`config.mk`:
```
export PLATFORM = sky130hd
export DESIGN_NAME = spi_dac8512_rx
export DESIGN_NICKNAME = d
export VERILOG_FILES = /design/src/rtl/spi_dac8512_pkg.sv /design/src/rtl/spi_dac8512_rx_sync_edge.sv /design/src/rtl/spi_dac8512_rx.sv
export SDC_FILE = /design/constraint.sdc
export NUM_CORES = 1
export LEC_CHECK = 0
export CAP_MARGIN = 10
export CELL_PAD_IN_SITES_DETAIL_PLACEMENT = 1
export CELL_PAD_IN_SITES_GLOBAL_PLACEMENT = 1
export CORE_AREA = 2 2 69 104
export DETAILED_ROUTE_END_ITERATION = 6
export DIE_AREA = 0 0 71 106
export PLACE_DENSITY = 0.74
export SLEW_MARGIN = 25
export SYNTH_ARGS = -nofsm -noshare
export SYNTH_HDL_FRONTEND = slang
export SYNTH_SLANG_ARGS = --single-unit
export TNS_END_PERCENT = 50
```
`constraint.sdc`:
```
create_clock -name clk_i -period 2.1 [get_ports clk_i]
set_input_delay 0.63 -clock clk_i [delete_from_list [all_inputs] [get_ports clk_i]]
set_output_delay 0.63 -clock clk_i [all_outputs]
set_load 0.01 [all_outputs]
```
`src/rtl/spi_dac8512_pkg.sv`:
```
// Shared types and sizing for the DAC8512 receive-side model.
// Default frame width, FSM state encoding and bit counter sizing.
package spi_dac8512_pkg;

   localparam int NBIT_DEF = 12;

   typedef enum logic {
      IDLE,
      SHIFT
   } state_e;

   // Counter must hold 0..NBIT+1 so an over-long frame stays distinguishable.
   function automatic int cntWidth(input int nbit);
      return $clog2(nbit + 2);
   endfunction

   localparam int CNT_W = cntWidth(NBIT_DEF);

endpackage

```
`src/rtl/spi_dac8512_rx_sync_edge.sv`:
```
// Multi-stage synchronizer for one asynchronous input, followed by
// rise/fall detection against the previous synchronized sample.
module sync_edge #(
   parameter int NSYNC = 2
) (
   input  logic clk_i,
   input  logic rst_ni,
   input  logic async_i,
   output logic level_o,
   output logic rise_o,
   output logic fall_o
);

   logic [NSYNC-1:0] sync_q;
   logic             prev_q;

   // Stages reset to the inactive (high) level so no edge appears out of reset.
   always_ff @(posedge clk_i or negedge rst_ni) begin
      if (!rst_ni) begin
         sync_q <= '1;
         prev_q <= 1'b1;
      end else begin
         sync_q <= {sync_q[NSYNC-2:0], async_i};
         prev_q <= sync_q[NSYNC-1];
      end
   end

   assign level_o = sync_q[NSYNC-1];
   assign rise_o  = sync_q[NSYNC-1] & ~prev_q;
   assign fall_o  = ~sync_q[NSYNC-1] & prev_q;

endmodule

```
`src/rtl/spi_dac8512_rx.sv`:
```
// DAC8512 receive-side model: reassembles MSB-first serial frames into the
// input register and emulates the DAC register with load and clear.
module spi_dac8512_rx
   import spi_dac8512_pkg::*;
#(
   parameter int NBIT  = NBIT_DEF,
   parameter int NSYNC = 2
) (
   input  logic            clk_i,
   input  logic            rst_ni,
   input  logic            ncs_i,
   input  logic            sclk_i,
   input  logic            sdat_i,
   input  logic            nld_i,
   input  logic            nclr_i,
   output logic [NBIT-1:0] ireg_o,
   output logic [NBIT-1:0] do_o,
   output logic            frm_ok_o,
   output logic            frm_err_o,
   output logic            ld_done_o,
   output logic            busy_o
);

   localparam int            CW       = cntWidth(NBIT);
   localparam logic [CW-1:0] CNT_FULL = CW'(NBIT);
   localparam logic [CW-1:0] CNT_SAT  = CW'(NBIT + 1);

   logic ncsLvl, ncsRise, ncsFall;
   logic sclkLvlUnused, sclkRise, sclkFallUnused;
   logic sdatLvl, sdatRiseUnused, sdatFallUnused;
   logic nldLvlUnused, nldRiseUnused, nldFall;
   logic nclrLvl, nclrRiseUnused, nclrFallUnused;
   logic ncsLvlUnused;

   sync_edge #(.NSYNC(NSYNC)) uSyncNcs (
      .clk_i(clk_i), .rst_ni(rst_ni), .async_i(ncs_i),
      .level_o(ncsLvl), .rise_o(ncsRise), .fall_o(ncsFall)
   );
   sync_edge #(.NSYNC(NSYNC)) uSyncSclk (
      .clk_i(clk_i), .rst_ni(rst_ni), .async_i(sclk_i),
      .level_o(sclkLvlUnused), .rise_o(sclkRise), .fall_o(sclkFallUnused)
   );
   sync_edge #(.NSYNC(NSYNC)) uSyncSdat (
      .clk_i(clk_i), .rst_ni(rst_ni), .async_i(sdat_i),
      .level_o(sdatLvl), .rise_o(sdatRiseUnused), .fall_o(sdatFallUnused)
   );
   sync_edge #(.NSYNC(NSYNC)) uSyncNld (
      .clk_i(clk_i), .rst_ni(rst_ni), .async_i(nld_i),
      .level_o(nldLvlUnused), .rise_o(nldRiseUnused), .fall_o(nldFall)
   );
   sync_edge #(.NSYNC(NSYNC)) uSyncNclr (
      .clk_i(clk_i), .rst_ni(rst_ni), .async_i(nclr_i),
      .level_o(nclrLvl), .rise_o(nclrRiseUnused), .fall_o(nclrFallUnused)
   );

   assign ncsLvlUnused = ncsLvl;

   state_e          state_q;
   logic [NBIT-1:0] shift_q, shift_d;
   logic [CW-1:0]   bitCnt_q, bitCnt_d;
   logic [NBIT-1:0] ireg_q, do_q;
   logic            frmOk_q, frmErr_q, ldDone_q, busy_q;
   logic            frameGood;

   // The shift happens before the count is judged, so an SCLK rise landing
   // in the same cycle as the NCS rise still counts toward the frame.
   always_comb begin
      shift_d  = shift_q;
      bitCnt_d = bitCnt_q;
      if (sclkRise) begin
         shift_d  = {shift_q[NBIT-2:0], sdatLvl};
         bitCnt_d = (bitCnt_q == CNT_SAT) ? bitCnt_q : bitCnt_q + CW'(1);
      end
   end

   assign frameGood = (state_q == SHIFT) && ncsRise && (bitCnt_d == CNT_FULL);

   always_ff @(posedge clk_i or negedge rst_ni) begin
      if (!rst_ni) begin
         state_q  <= IDLE;
         shift_q  <= '0;
         bitCnt_q <= '0;
         ireg_q   <= '0;
         do_q     <= '0;
         frmOk_q  <= 1'b0;
         frmErr_q <= 1'b0;
         ldDone_q <= 1'b0;
         busy_q   <= 1'b0;
      end else begin
         frmOk_q  <= 1'b0;
         frmErr_q <= 1'b0;
         ldDone_q <= 1'b0;
         case (state_q)
            IDLE: begin
               if (ncsFall) begin
                  shift_q  <= '0;
                  bitCnt_q <= '0;
                  state_q  <= SHIFT;
                  busy_q   <= 1'b1;
               end
            end
            SHIFT: begin
               shift_q  <= shift_d;
               bitCnt_q <= bitCnt_d;
               if (ncsRise) begin
                  state_q <= IDLE;
                  busy_q  <= 1'b0;
                  if (frameGood) begin
                     ireg_q  <= shift_d;
                     frmOk_q <= 1'b1;
                  end else begin
                     frmErr_q <= 1'b1;
                  end
               end
            end
         endcase
         // Clear dominates load; a frame finishing this cycle bypasses IREG.
         if (!nclrLvl) begin
            do_q <= '0;
         end else if (nldFall) begin
            do_q     <= frameGood ? shift_d : ireg_q;
            ldDone_q <= 1'b1;
         end
      end
   end

   assign ireg_o    = ireg_q;
   assign do_o      = do_q;
   assign frm_ok_o  = frmOk_q;
   assign frm_err_o = frmErr_q;
   assign ld_done_o = ldDone_q;
   assign busy_o    = busy_q;

endmodule

```
### Word-level counts from Yosys, hierarchy flattened

Cells that the tools add are included.

| storage, ports and cells | value |
|---|---|
| logic and storage cells | 60 |
| bits in registers | 58 |

| operators by class | value |
|---|---|
| muxes and demuxes | 24 |
| bitwise operators | 9 |
| reduce and logical (&&, ||, !) cells | 4 |
| eq/ne operators | 5 |
| $add $sub $neg | 1 |

Operator list:

| operator | number |
|---|---|
| two-way mux 12 bit | 5 |
| case mux 12 bit (2 select lines) | 1 |
| two-way mux 1 bit | 12 |
| two-way mux 4 bit | 3 |
| == test 4 bit (second input constant) | 2 |
| case mux 4 bit (2 select lines) | 1 |
| inequality test 2 bit (second input constant) | 3 |
| NOT 1 bit | 5 |
| adder 4 x 1 -> 4 bit (second input constant) | 1 |
| AND 1 bit | 4 |
| case mux 1 bit (2 select lines) | 2 |
| AND reduction 2 bit | 2 |
| logical AND 1 bit | 2 |

### Longest topological paths before layout

Gate-level depths: netlist (run 1).

| logic depth | value |
|---|---|
| word-level depth | 8 |
| depth in mapped cells | 8 |
| depth with buffers taken out | 7 |

### Modules after synthesis

A second synthesis (run 1) with hierarchy kept.

| second synthesis, totals | value |
|---|---|
| cells, all modules | 239 |
| area, all modules | 2772.7 um2 |

By module, submodules not included:

| module | area each (um2) | times used | seq. area each (um2) | cells each |
|---|---|---|---|---|
| spi_dac8512_rx | 2303.5 | 1 | 1126.1 | 214 |
| sync_edge | 93.8 | 5 | 78.8 | 5 |

### Least setup slack after synthesis (run 1)

Ideal clock, no wire load.

| path | value |
|---|---|
| path kind | register to register |
| start | register bitCnt_q[0] |
| end | register ireg_q[10], in the netlist ireg_o[10] |
| path slack | 3 ps |
| path buffers | 1 |
| required time | 2021 ps |
| setup time | 79 ps |
| clock period less this slack | 2097 ps |
| arrival time | 2018 ps |
| stages on the path, launching flop included | 8 |
| path through | dfrtp_1 ha_1 nand3_2 a211o_1 a2111o_1 nor2_4 buf_12 mux2i_1 |

| on the way | value |
|---|---|
| cells in the longest elaborated chain, start to end | 6 |
| elaborated cells between the ends (all ways) | 7 |
| those cells by class | 1 x add/sub; 2 x eq/ne; 3 x mux; 1 x reduce/logical |

Ends and longest elaborated chain:

| what | line | source |
|---|---|---|
| from (decl) | spi_dac8512_rx.sv:60 | `logic [CW-1:0] bitCnt_q, bitCnt_d;` |
| from (signal assigned) | spi_dac8512_rx.sv:104 | `bitCnt_q <= bitCnt_d;` |
| adder 4 x 1 -> 4 bit or == test 4 bit (tied branches) | spi_dac8512_rx.sv:72 | `bitCnt_d = (bitCnt_q == CNT_SAT) ? bitCnt_q : bitCnt_q + CW'(1);` |
| two-way mux 4 bit | spi_dac8512_rx.sv:72 |  |
| two-way mux 4 bit * | spi_dac8512_rx.sv:70 | `if (sclkRise) begin` |
| == test 4 bit * | spi_dac8512_rx.sv:76 | `assign frameGood = (state_q == SHIFT) && ncsRise && (bitCnt_d == CNT_FULL);` |
| logical AND 1 bit * | spi_dac8512_rx.sv:76 |  |
| two-way mux 12 bit * | -- |  |
| to (signal assigned) | spi_dac8512_rx.sv:109 | `ireg_q <= shift_d;` |
| to (decl) | spi_dac8512_rx.sv:61 | `logic [NBIT-1:0] ireg_q, do_q;` |

Mark *: on every way between the ends. The rest lies on a longest branch, timed or not.
A chain may end at the register's enable or synchronous reset.

### Worst setup path after layout (run 1)

| path | value |
|---|---|
| start | register bitCnt_q[1] |
| end | register do_q[2], in the netlist do_o[2] |

| on the way | value |
|---|---|
| cells in the longest elaborated chain, start to end | 8 |
| elaborated cells between the ends (all ways) | 9 |
| those cells by class | 1 x add/sub; 2 x eq/ne; 5 x mux; 1 x reduce/logical |

Ends and longest elaborated chain:

| what | line | source |
|---|---|---|
| adder 4 x 1 -> 4 bit or == test 4 bit (tied branches) | spi_dac8512_rx.sv:72 |  |
| two-way mux 4 bit | spi_dac8512_rx.sv:72 |  |
| two-way mux 4 bit * | spi_dac8512_rx.sv:70 |  |
| == test 4 bit * | spi_dac8512_rx.sv:76 |  |
| logical AND 1 bit * | spi_dac8512_rx.sv:76 |  |
| two-way mux 12 bit * | -- |  |
| two-way mux 12 bit * | spi_dac8512_rx.sv:120 | `end else if (nldFall) begin` |
| two-way mux 12 bit * | spi_dac8512_rx.sv:118 | `if (!nclrLvl) begin` |
| to (signal assigned) | spi_dac8512_rx.sv:121 | `do_q <= frameGood ? shift_d : ireg_q;` |
| to (decl) | spi_dac8512_rx.sv:61 |  |

Mark *: on every way between the ends. The rest lies on a longest branch, timed or not. The select of a mux whose other input is x is not followed.

==> reports/summary.txt, run 1 <==
Worst slew pin tran = 364 ps
Total grt overflow = 0
Worst setup SP type = flip-flop
Dpl ws = -36.7 ps
Cell variety after synth = 38
Syn Nets = 228
Slew Limit Fails = 0
I/O pins = 35
Die ar. = 0.00753 mm^2
FF-to-FF path depth = 8
Worst flop-to-flop path endpoint = do_o[2]
Critical Path RT = 2300 ps
Final Wtd Congestion = 0.780
CTS H-tree depth = 3
Synth-to-layout area growth = 32.6%
Fin worst setup slack = 7.35 ps
Residual DRC = 0
Inserted Diodes = 0
Fillers = 718
Hold Violations, Final = 0
Crit Path Category = reg2reg
Switching share of total power = 25.8%
FMAX = 478 MHz
Routed wire length = 5.68 mm
Largest net degree at the start of global routing = 59
Max transition margin = 75.6%
Arrival time worst endpoint = 2290 ps
Combinational Power Share = 15.6%
RSZ-0062 raised after global routing = true
Sequential-to-total area share from yosys stat = 60.0%
IO buf count = 34
DP HPWL = 3.80 mm
Core area = 0.00671 mm^2
Seq pwr share = 45.1%
Max-Cap Viols = 0
Share of the synthesized area in the top cell type = 46.0%
Die X-Extent = 71 um
#FFs+latches synth = 58
Status = complete, no violations
Post-route antenna net violation count = 0
Top post-synthesis cells by area = dfrtp_1 (46%), dfstp_2 (14%), nand2_1 (7.7%)
Maximum VDD drop = 397 uV
Crit. End Element = flip-flop
Row count = 37
Layout cells sized above 1 = 21.5%
CP max FO = 9
Clk slew on worst S/H paths = 60 ps
R2r startpoint = bitCnt_q[1]
Post-CTS Hold Buffers = 0
CTS tree = built
CTS buffer count = 9
P_int = 2.08 mW
Synthesis Warnings = 0
Final period utilization = 99.7%
Leakage = 1.42 nW
# clock sinks = 58
Reg2Reg Setup Slack = 7 ps
First-pass GRT wire length = 9.59 mm
First drt pass iteration count = 4
Tot GR Track Use = 16.7%
Pwr Density = 863 mW/mm^2
Post-Syn Area = 0.00245 mm^2
Height of the die = 106 um
Crit path time final = 2090 ps
Total Nets Final = 283
Via/cell ratio = 5.01
Hold/Removal Path Class = in2async
Post-placement cell area = 0.00300 mm^2
Final count of negative-setup-slack endpoints = 0
Synth Instances = 219
Root buf cell = clkbuf_8
Initial core utilization = 36.5%
Wire per inst = 15.9 um
Initial antenna violation count = 0
Clock power share = 39.2%
Syn avg cell area = 11.2 um^2
DRT iter0 DRCs = 73
Yosys top cell by area = dfrtp_1
Via Count = 1,789
NetSw = 721 uW
Clock Latency Late Sink = 340 ps
Final clock skew = 8.12 ps
Final instance area = 0.00324 mm^2
Vias in the first global route = 2,015
Clk buf depth = 2
-- logic make-up (layout without fill, tap and decap cells) --
group	after synthesis	count (layout)	share of synthesized area, %
adders and majority gates	2	2	1.02
AOI/OAI and AO/OA	39	39	13.6
xor gates and xnor gates	1	1	0.358
muxes	14	14	5.78
buffers and inverters	37	97	6.75
DFF	58	58	60.0
and+or+nand+nor	68	68	12.5
-- cell usage after synthesis --
library cell  instances
a2111o_1              1
a211o_1               1
a211oi_1              2
a21bo_2               1
a21boi_0              1
a21oi_1               1
a22o_1               14
a22o_2                1
a41oi_1               1
and3_1                1
and3b_1               1
buf_1                 1
buf_12                1
buf_2                 2
buf_6                 1
clkbuf_1              5
dfrtp_1              45
dfstp_2              13
ha_1                  2
inv_1                27
mux2_2                1
mux2i_1              13
nand2_1              50
nand2b_1              1
nand3_1               1
nand3_2               1
nand3b_1              1
nand4_1               2
nor2_1                4
nor2_4                1
nor2b_1               3
nor3b_1               1
nor4b_1               1
o21ai_0               3
o21ai_2               1
o221ai_1             11
o221ai_2              1
xnor2_1               1
-- critical path, cell delays in order, from the launching register on --
cell and delay [ps]:
dfrtp_1 400, inv_1 80, ha_1 180, nand3_2 100
a211o_1 290, a2111o_1 430, o21ai_2 210, buf_12 160
o221ai_1 110
-- state kept, by name, summed over array words and instances (netlist names), 2 cells and up --
signal	cells
do_o	12
ireg_o	12
shift_q	12
bitCnt_q	4
uSyncNclr.sync_q	2
uSyncNcs.sync_q	2
uSyncNld.sync_q	2
uSyncSclk.sync_q	2
uSyncSdat.sync_q	2
-- how the worst max path moves through the flow --
| stage | startpoint | endpoint | slack, ps | cells after the start |
|---|---|---|---|---|
| 3_5_place_dp | uSyncSclk.sync_q[1] | do_o[1] | -40 | 6 |
| 3_3_place_gp | uSyncSclk.sync_q[1] | do_o[7] | 10 | 6 |
| 4_1_cts | bitCnt_q[1] | do_o[9] | -40 | 8 |
| 2_1_floorplan | bitCnt_q[0] | ireg_o[10] | 3 | 7 |
| 5_1_grt | bitCnt_q[1] | do_o[9] | -100 | 8 |
| 6_report | bitCnt_q[1] | do_o[2] | 7 | 8 |
-- power by group through the flow --
stage	Sequential (mW)	Combinational, mW	Clock [mW]
6_report	1.26	0.438	1.10
3_5_place_dp	1.28	0.417	0
3_3_place_gp	1.28	0.412	0
4_1_cts	1.27	0.440	1.13
5_1_grt	1.28	0.490	1.17
2_1_floorplan	1.28	0.223	0
-- repair_timing --
| action | CTS | global route |
|---|---|---|
| pin swaps | 4 | 2 |
| buffers inserted | 1 | 0 |
| gates resized for setup | 5 | 1 |
| setup endpoints to repair | 22 | 24 |
-- cells in the final DEF (no fill, tap or decap), drive strengths merged --
master,Yosys,routed
mux2i,13,13
nor4b,1,1
nor3b,1,1
and3,1,1
a21oi,1,1
buf,5,21
nor2,5,5
nand3,2,2
and3b,1,1
ha,2,2
clkdlybuf4s50,0,33
a21bo,1,1
nand3b,1,1
dfrtp,45,45
nand4,2,2
xnor2,1,1
a2111o,1,1
o21ai,4,4
a22o,15,15
mux2,1,1
a21boi,1,1
a211o,1,1
nand2,50,50
nor2b,3,3
a211oi,2,2
a41oi,1,1
o221ai,12,12
inv,27,27
nand2b,1,1
bufinv,0,1
clkbuf,5,15
dfstp,13,13
-- area by class of cell --
type	count	area (um^2)	share of cell area [%]
flip-flops and latches	58	1470	45.2
multi-input cells	124	835	25.7
repair buffers	54	527	16.2
clock buffers	15	186	5.75
inverters	27	101	3.12
well taps	78	97.6	3.01
clock inverters	1	30.0	0.926
-- metal layers --
metal	track usage [%]	routed length [um]
met5	0	0
met4	7.28	97
met3	4.55	158
met2	29.2	3110
met1	18.9	2320
-- stage by stage --
stage               TNS, ps  hold WS [ps]  util [%]  std cells  total power [mW]
floorplan                 0           334         -        219              1.51
global placement          0           347      44.6        340              1.69
detailed placement     -215           349      44.6        340              1.70
CTS                    -298           285      48.3        357              2.83
global route          -1210           301      48.3        357              2.94
finish                    0           282      48.3        357              2.80
Note: power is estimated with default switching activity, not from simulation.
==> run 2: changes to the inputs <==
- PLACE_DENSITY: 0.74 -> not set
- PLACE_DENSITY_LB_ADDON: not set -> 0.15
==> run 2 against run 1 <==
The run now ends with negative setup slack left. Non-clock buffer count decreased by 1. Worst setup slack worse by 13 ps. Sequential cell count unchanged. Final area is 0.31% lower. Power is 7.7% lower. Global-route usage grew 0.50 points. Critical path depth unchanged. Fmax decreased by 0.64%. Clock power fell by 20%. Critical endpoint unchanged. Largest cell class unchanged.
==> reports/summary.txt, run 2 (synthesis results as in run 1) <==
Clock power share = 34.1% (-5.1 points)
Pwr Total = 2.58 mW (-7.7%)
CP max stage cell = a2111o_1
# clock sinks = 58 (unchanged)
Post-route antenna net violation count = 0 (unchanged)
Die X-Extent = 71 um (unchanged)
Cells after DPL = 338 (-0.59%)
Root buf cell = clkbuf_8
Crit Path Category = reg2reg
Multi-input gate area = 881 um^2 (+5.5%)
CTS tree = built
Largest net degree at the start of global routing = 25 (-58%)
Initial antenna violation count = 0 (unchanged)
Final instance area = 0.00323 mm^2 (-0.31%)
Final core occ = 48.2% (-0.15 points)
Final count of negative-setup-slack endpoints = 2 (+2)
Leakage = 1.40 nW (-1.6%)
NetSw = 723 uW (+0.30%)
IO buf count = 34 (unchanged)
CP Launch Point = bitCnt_q[1]
Clock Latency Late Sink = 330 ps (about the same)
Fillers = 738 (+2.8%)
Die ar. = 0.00753 mm^2 (unchanged)
Worst setup SP type = flip-flop
Clk slew on worst S/H paths = 60 ps (about the same)
Via/cell ratio = 5.01 (about the same)
Reg area = 0.00147 mm^2 (unchanged)
RSZ-0062 raised after global routing = true
Residual DRC = 0 (unchanged)
P_int = 1.86 mW (-11%)
Pwr Density = 799 mW/mm^2 (-7.5%)
Via Count = 1,783 (-0.34%)
Crit path largest cell delay = 480 ps (+50 ps)
Total grt overflow = 0 (unchanged)
DRT iter0 DRCs = 96 (+32%)
Layout cells sized above 1 = 23.4% (+1.9 points)
Setup TNS = -10.6 ps (-10.6 ps)
Hold/Removal Path Class = in2async
DP HPWL = 3.90 mm (+2.6%)
CTS buffer count = 9 (unchanged)
Combinational Power Share = 17.2% (+1.6 points)
Inserted Diodes = 0 (unchanged)
Dpl ws = -46.1 ps (-9.47 ps)
R2r startpoint = bitCnt_q[1]
Max-Cap Viols = 0 (unchanged)
Core area = 0.00671 mm^2 (unchanged)
Final period utilization = 100% (+0.64 points)
Slew Limit Fails = 0 (unchanged)
WHS = 250 ps (-32.4 ps)
Status = finished, violations left
FMAX = 475 MHz (-0.64%)
Post-CTS Hold Buffers = 0 (unchanged)
Hold Violations, Final = 0 (unchanged)
Crit. End Element = flip-flop
Row count = 37 (unchanged)
Final Wtd Congestion = 0.713 (-8.7%)
Failing checks = negative setup slack
Maximum VDD drop = 385 uV (-3.0%)
Worst slew pin tran = 482 ps (+118 ps)
Total Nets Final = 282 (-0.35%)
Max transition margin = 67.9% (-7.7 points)
Critical Path RT = 2300 ps (about the same)
Crit-path cells = inv_1, ha_2, nand3_2, a211o_1, a2111o_1, o21ai_2, buf_6, o221ai_1
Most frequent cells in the layout = nand2_1 (50), dfrtp_1 (45), clkdlybuf4s50_1 (33), inv_1 (27)
Vias in the first global route = 2,015 (unchanged)
Synth-to-layout area growth = 32.2%
Wire per inst = 16.0 um (+0.58%)
Post-placement cell area = 0.00298 mm^2 (-0.50%)
Routed wire length = 5.69 mm (+0.30%)
Height of the die = 106 um (unchanged)
Seq pwr share = 48.7% (+3.6 points)
CP max FO = 6 (-3)
Clk buf depth = 2 (unchanged)
Final clock skew = 5.24 ps (-2.88 ps)
CTS H-tree depth = 3 (unchanged)
Most common cell after layout, fill and taps aside = nand2_1
Switching share of total power = 28.0% (+2.2 points)
Initial core utilization = 36.5% (unchanged)
Fin worst setup slack = -6.10 ps (-13.4 ps)
Crit path time final = 2110 ps (+13.4 ps)
Arrival time worst endpoint = 2310 ps (+20 ps)
First drt pass iteration count = 4 (unchanged)
Post-route insts no fill = 356 (-0.28%)
Tot GR Track Use = 17.3% (+0.50 points)
I/O pins = 35 (unchanged)
First-pass GRT wire length = 9.87 mm (+2.9%)
[run 2: changes by cell type in the layout (fill, tap and decap cells not counted), moves of 2 or more]
| cell | change |
|---|---|
| o221ai_1 | -7 |
| o221ai_2 | +7 |
| buf_4 | -2 |
| clkinv_2 | +3 |
| clkbuf_8 | -3 |
[run 2: worst max-delay path: cells and delay by family (launching register included)]
kind	cells	cell delay [ps]
compound gates	4	1090
fa+ha+maj	1	180
buf+inv	2	230
flops	1	390
simple gates	1	90
[run 2: final timing paths]
check                                       to  slack (ps)  depth (start not counted)
max                                    do_o[2]          -6                          8
min                                     busy_o         250                          1
max reg2reg                            do_o[2]          -6                          8
min reg2reg                uSyncNclr.sync_q[1]         350                          0
max in group asynchronous            ireg_o[3]        1260                          2
min in group clk_i         uSyncNclr.sync_q[1]         350                          0
[run 2: layer usage]
layer  up-vias  global-route usage [%]  share of wire [%]
met4         0                    8.49                2.4
li1        853                       -                  -
met3        12                    3.98                2.6
met1       893                    20.3                 41
met5         -                       0                  0
met2        25                    29.2                 54
[run 2: area by class of cell]
cell class / instances / area share [%]
clock inverter: 3 / 0.464
inverter: 27 / 3.13
multi-input combinational: 124 / 27.2
tap: 78 / 3.02
clock buffer: 13 / 4.60
sequential: 58 / 45.4
timing repair buffer: 53 / 16.2
[run 2: power by group through the flow]
stage	clock, mW	combinational, mW	sequential, mW
floorplan	0	0.223	1.28
global placement	0	0.419	1.27
detailed placement	0	0.424	1.28
CTS	0.907	0.431	1.26
global route	0.961	0.502	1.27
finish	0.881	0.444	1.26
[run 2: what timing repair did]
| action | CTS | global route |
|---|---|---|
| gates resized for setup | 2 | 12 |
| setup buffers | 0 | 2 |
| pin swaps | 1 | 4 |
| hold endpoints to repair | 0 | 0 |
| endpoints found under the setup margin | 16 | 24 |
==> run 3: changes to the inputs <==
- CORE_AREA: 2 2 69 104 -> 2 2 107 68
- DIE_AREA: 0 0 71 106 -> 0 0 109 70
- PLACE_DENSITY: not set -> 0.77
- PLACE_DENSITY_LB_ADDON: 0.15 -> not set
==> run 3 against run 2 <==
The run still ends with negative setup slack left. First-iteration DRC count fell by 10%. Die area up 1.4%. Clock power increased by 37%. Final area rose by 2.3%. Register-to-register slack lost 20 ps. Critical path depth did not move. Largest power group unchanged. Worst hold slack better by 26 ps. Sequential power is essentially flat. Core utilization rose by 0.37 points. Cell count rose by 3.1%. Fmax shrank 0.76%. Highest routed layer unchanged. Count of clock-buffer cells in the layout decreased by 1.
==> reports/summary.txt, run 3 (synthesis results as in run 1) <==
Switching share of total power = 25.7% (-2.3 points)
Arrival time worst endpoint = 2340 ps (+30 ps)
Core area = 0.00682 mm^2 (+1.5%)
Clock Latency Late Sink = 350 ps (+20 ps)
Vias in the first global route = 1,884 (-6.5%)
DRT iter0 DRCs = 86 (-10%)
Maximum VDD drop = 339 uV (-12%)
Largest net degree at the start of global routing = 59 (+140%)
Hold/Removal Path Class = in2async
Root buf cell = clkbuf_8
Worst setup SP type = flip-flop
Most common cell after layout, fill and taps aside = nand2_1
Initial core utilization = 35.9% (-0.56 points)
DP HPWL = 3.83 mm (-1.8%)
Final core occ = 48.5% (+0.37 points)
IO buf count = 34 (unchanged)
Crit Path Category = reg2reg
CP max FO = 7 (+1)
Clk slew on worst S/H paths = 70 ps (about the same)
Fin worst setup slack = -22.3 ps (-16.2 ps)
Status = finished, violations left
CTS buffer count = 9 (unchanged)
Clock power share = 41.6% (+7.5 points)
CTS tree = built
Combinational Power Share = 14.9% (-2.3 points)
Pwr Density = 878 mW/mm^2 (+9.9%)
Final count of negative-setup-slack endpoints = 9 (+7)
Inserted Diodes = 0 (unchanged)
Total Nets Final = 280 (-0.71%)
Post-placement cell area = 0.00300 mm^2 (+0.55%)
I/O pins = 35 (unchanged)
Leakage = 1.42 nW (+1.5%)
First-pass GRT wire length = 9.36 mm (-5.2%)
Max transition margin = 74.4% (+6.5 points)
Final period utilization = 101% (+0.77 points)
FMAX = 471 MHz (-0.76%)
P_int = 2.16 mW (+16%)
Seq pwr share = 43.4% (-5.3 points)
Final instance area = 0.00331 mm^2 (+2.3%)
Die ar. = 0.00763 mm^2 (+1.4%)
Tot GR Track Use = 16.3% (-1.0 points)
Worst slew pin tran = 383 ps (-98.8 ps)
Max-Cap Viols = 0 (unchanged)
NetSw = 747 uW (+3.2%)
Total grt overflow = 0 (unchanged)
Row count = 24 (-35%)
Height of the die = 70 um (-34%)
Post-route antenna net violation count = 0 (unchanged)
Crit. End Element = flip-flop
Synth-to-layout area growth = 35.2%
Die X-Extent = 109 um (+54%)
Hold Violations, Final = 0 (unchanged)
Clk buf depth = 2 (unchanged)
Failing checks = negative setup slack
CTS H-tree depth = 3 (unchanged)
Slew Limit Fails = 0 (unchanged)
Initial antenna violation count = 0 (unchanged)
Post-CTS Hold Buffers = 0 (unchanged)
Layout cells sized above 1 = 23.9% (+0.53 points)
Routed wire length = 5.58 mm (-2.0%)
# clock sinks = 58 (unchanged)
Final Wtd Congestion = 0.808 (+13%)
RSZ-0062 raised after global routing = true
Crit path time final = 2120 ps (+16.2 ps)
Critical Path RT = 2320 ps (+20 ps)
Final clock skew = 8.40 ps (+3.16 ps)
Wire per inst = 15.2 um (-5.0%)
Via Count = 1,825 (+2.4%)
Via/cell ratio = 4.97 (-0.71%)
Most frequent cells in the layout = nand2_1 (50), dfrtp_1 (45), clkdlybuf4s50_1 (33), inv_1 (27), a22o_1 (14)
First drt pass iteration count = 4 (unchanged)
Residual DRC = 0 (unchanged)
run 3: layout make-up:
| cell class | instances | area (um^2) |
|---|---|---|
| Multi-Input combinational cell | 124 | 881 |
| Timing Repair Buffer | 51 | 508 |
| Clock inverter | 4 | 72.6 |
| Fill cell | 714 | 3510 |
| Inverter | 27 | 101 |
| Tap cell | 91 | 114 |
| Clock buffer | 12 | 165 |
| Sequential cell | 58 | 1470 |
run 3: through the flow:
stage               setup TNS, ps  total power [mW]  hold slack [ps]  setup WS [ps]  std cells
floorplan                       0              1.51              334           3.06        219
global placement                0              1.68              346           25.9        351
detailed placement          -49.3              1.70              347          -14.8        351
CTS                             0              2.93              277           2.83        367
global route                -1980              3.05              300           -118        367
finish                       -116              2.91              276          -22.3        367
run 3: routing by layer:
metal  part of all wire [%]  vias up  track usage, %
met2                     44       40            23.1
met3                    4.5        9            4.76
met1                     50      926            23.0
met4                    1.7        0            6.84
met5                      0        -               0
li1                       -      850               -
run 3: worst max-delay path: stages, from the launching register on:
cell and delay, ps:
dfrtp_1 390, inv_1 70, ha_2 190, nand3_2 80, a211o_1 300, a2111o_1 480
o21ai_2 210, buf_6 180, o221ai_2 100
run 3: final timing paths:
path	depth (start not counted)	slack (ps)	start	to
worst max-delay path	8	-20	bitCnt_q[1]	do_o[8]
worst min-delay path	2	280	rst_ni	ireg_o[10]
worst max register to register	8	-20	bitCnt_q[1]	do_o[8]
worst min register to register	0	350	uSyncNcs.sync_q[0]	uSyncNcs.sync_q[1]
max in group asynchronous	2	1510	rst_ni	uSyncSdat.sync_q[1]
min in group clk_i	0	350	uSyncNcs.sync_q[0]	uSyncNcs.sync_q[1]
run 3: what timing repair did:
item,in CTS,in global routing
resized for setup,1,13
setup endpoints to repair,4,24
endpoints found under the hold margin,0,0
pin swaps,1,3
buffers inserted,0,0
run 3: power groups by stage:
stage	Sequential, mW	Clock [mW]	Combinational, mW
after CTS	1.26	1.25	0.427
after global routing	1.27	1.29	0.483
after detailed placement	1.28	0	0.422
after global placement	1.28	0	0.409
final	1.26	1.21	0.434
after floorplan	1.28	0	0.223
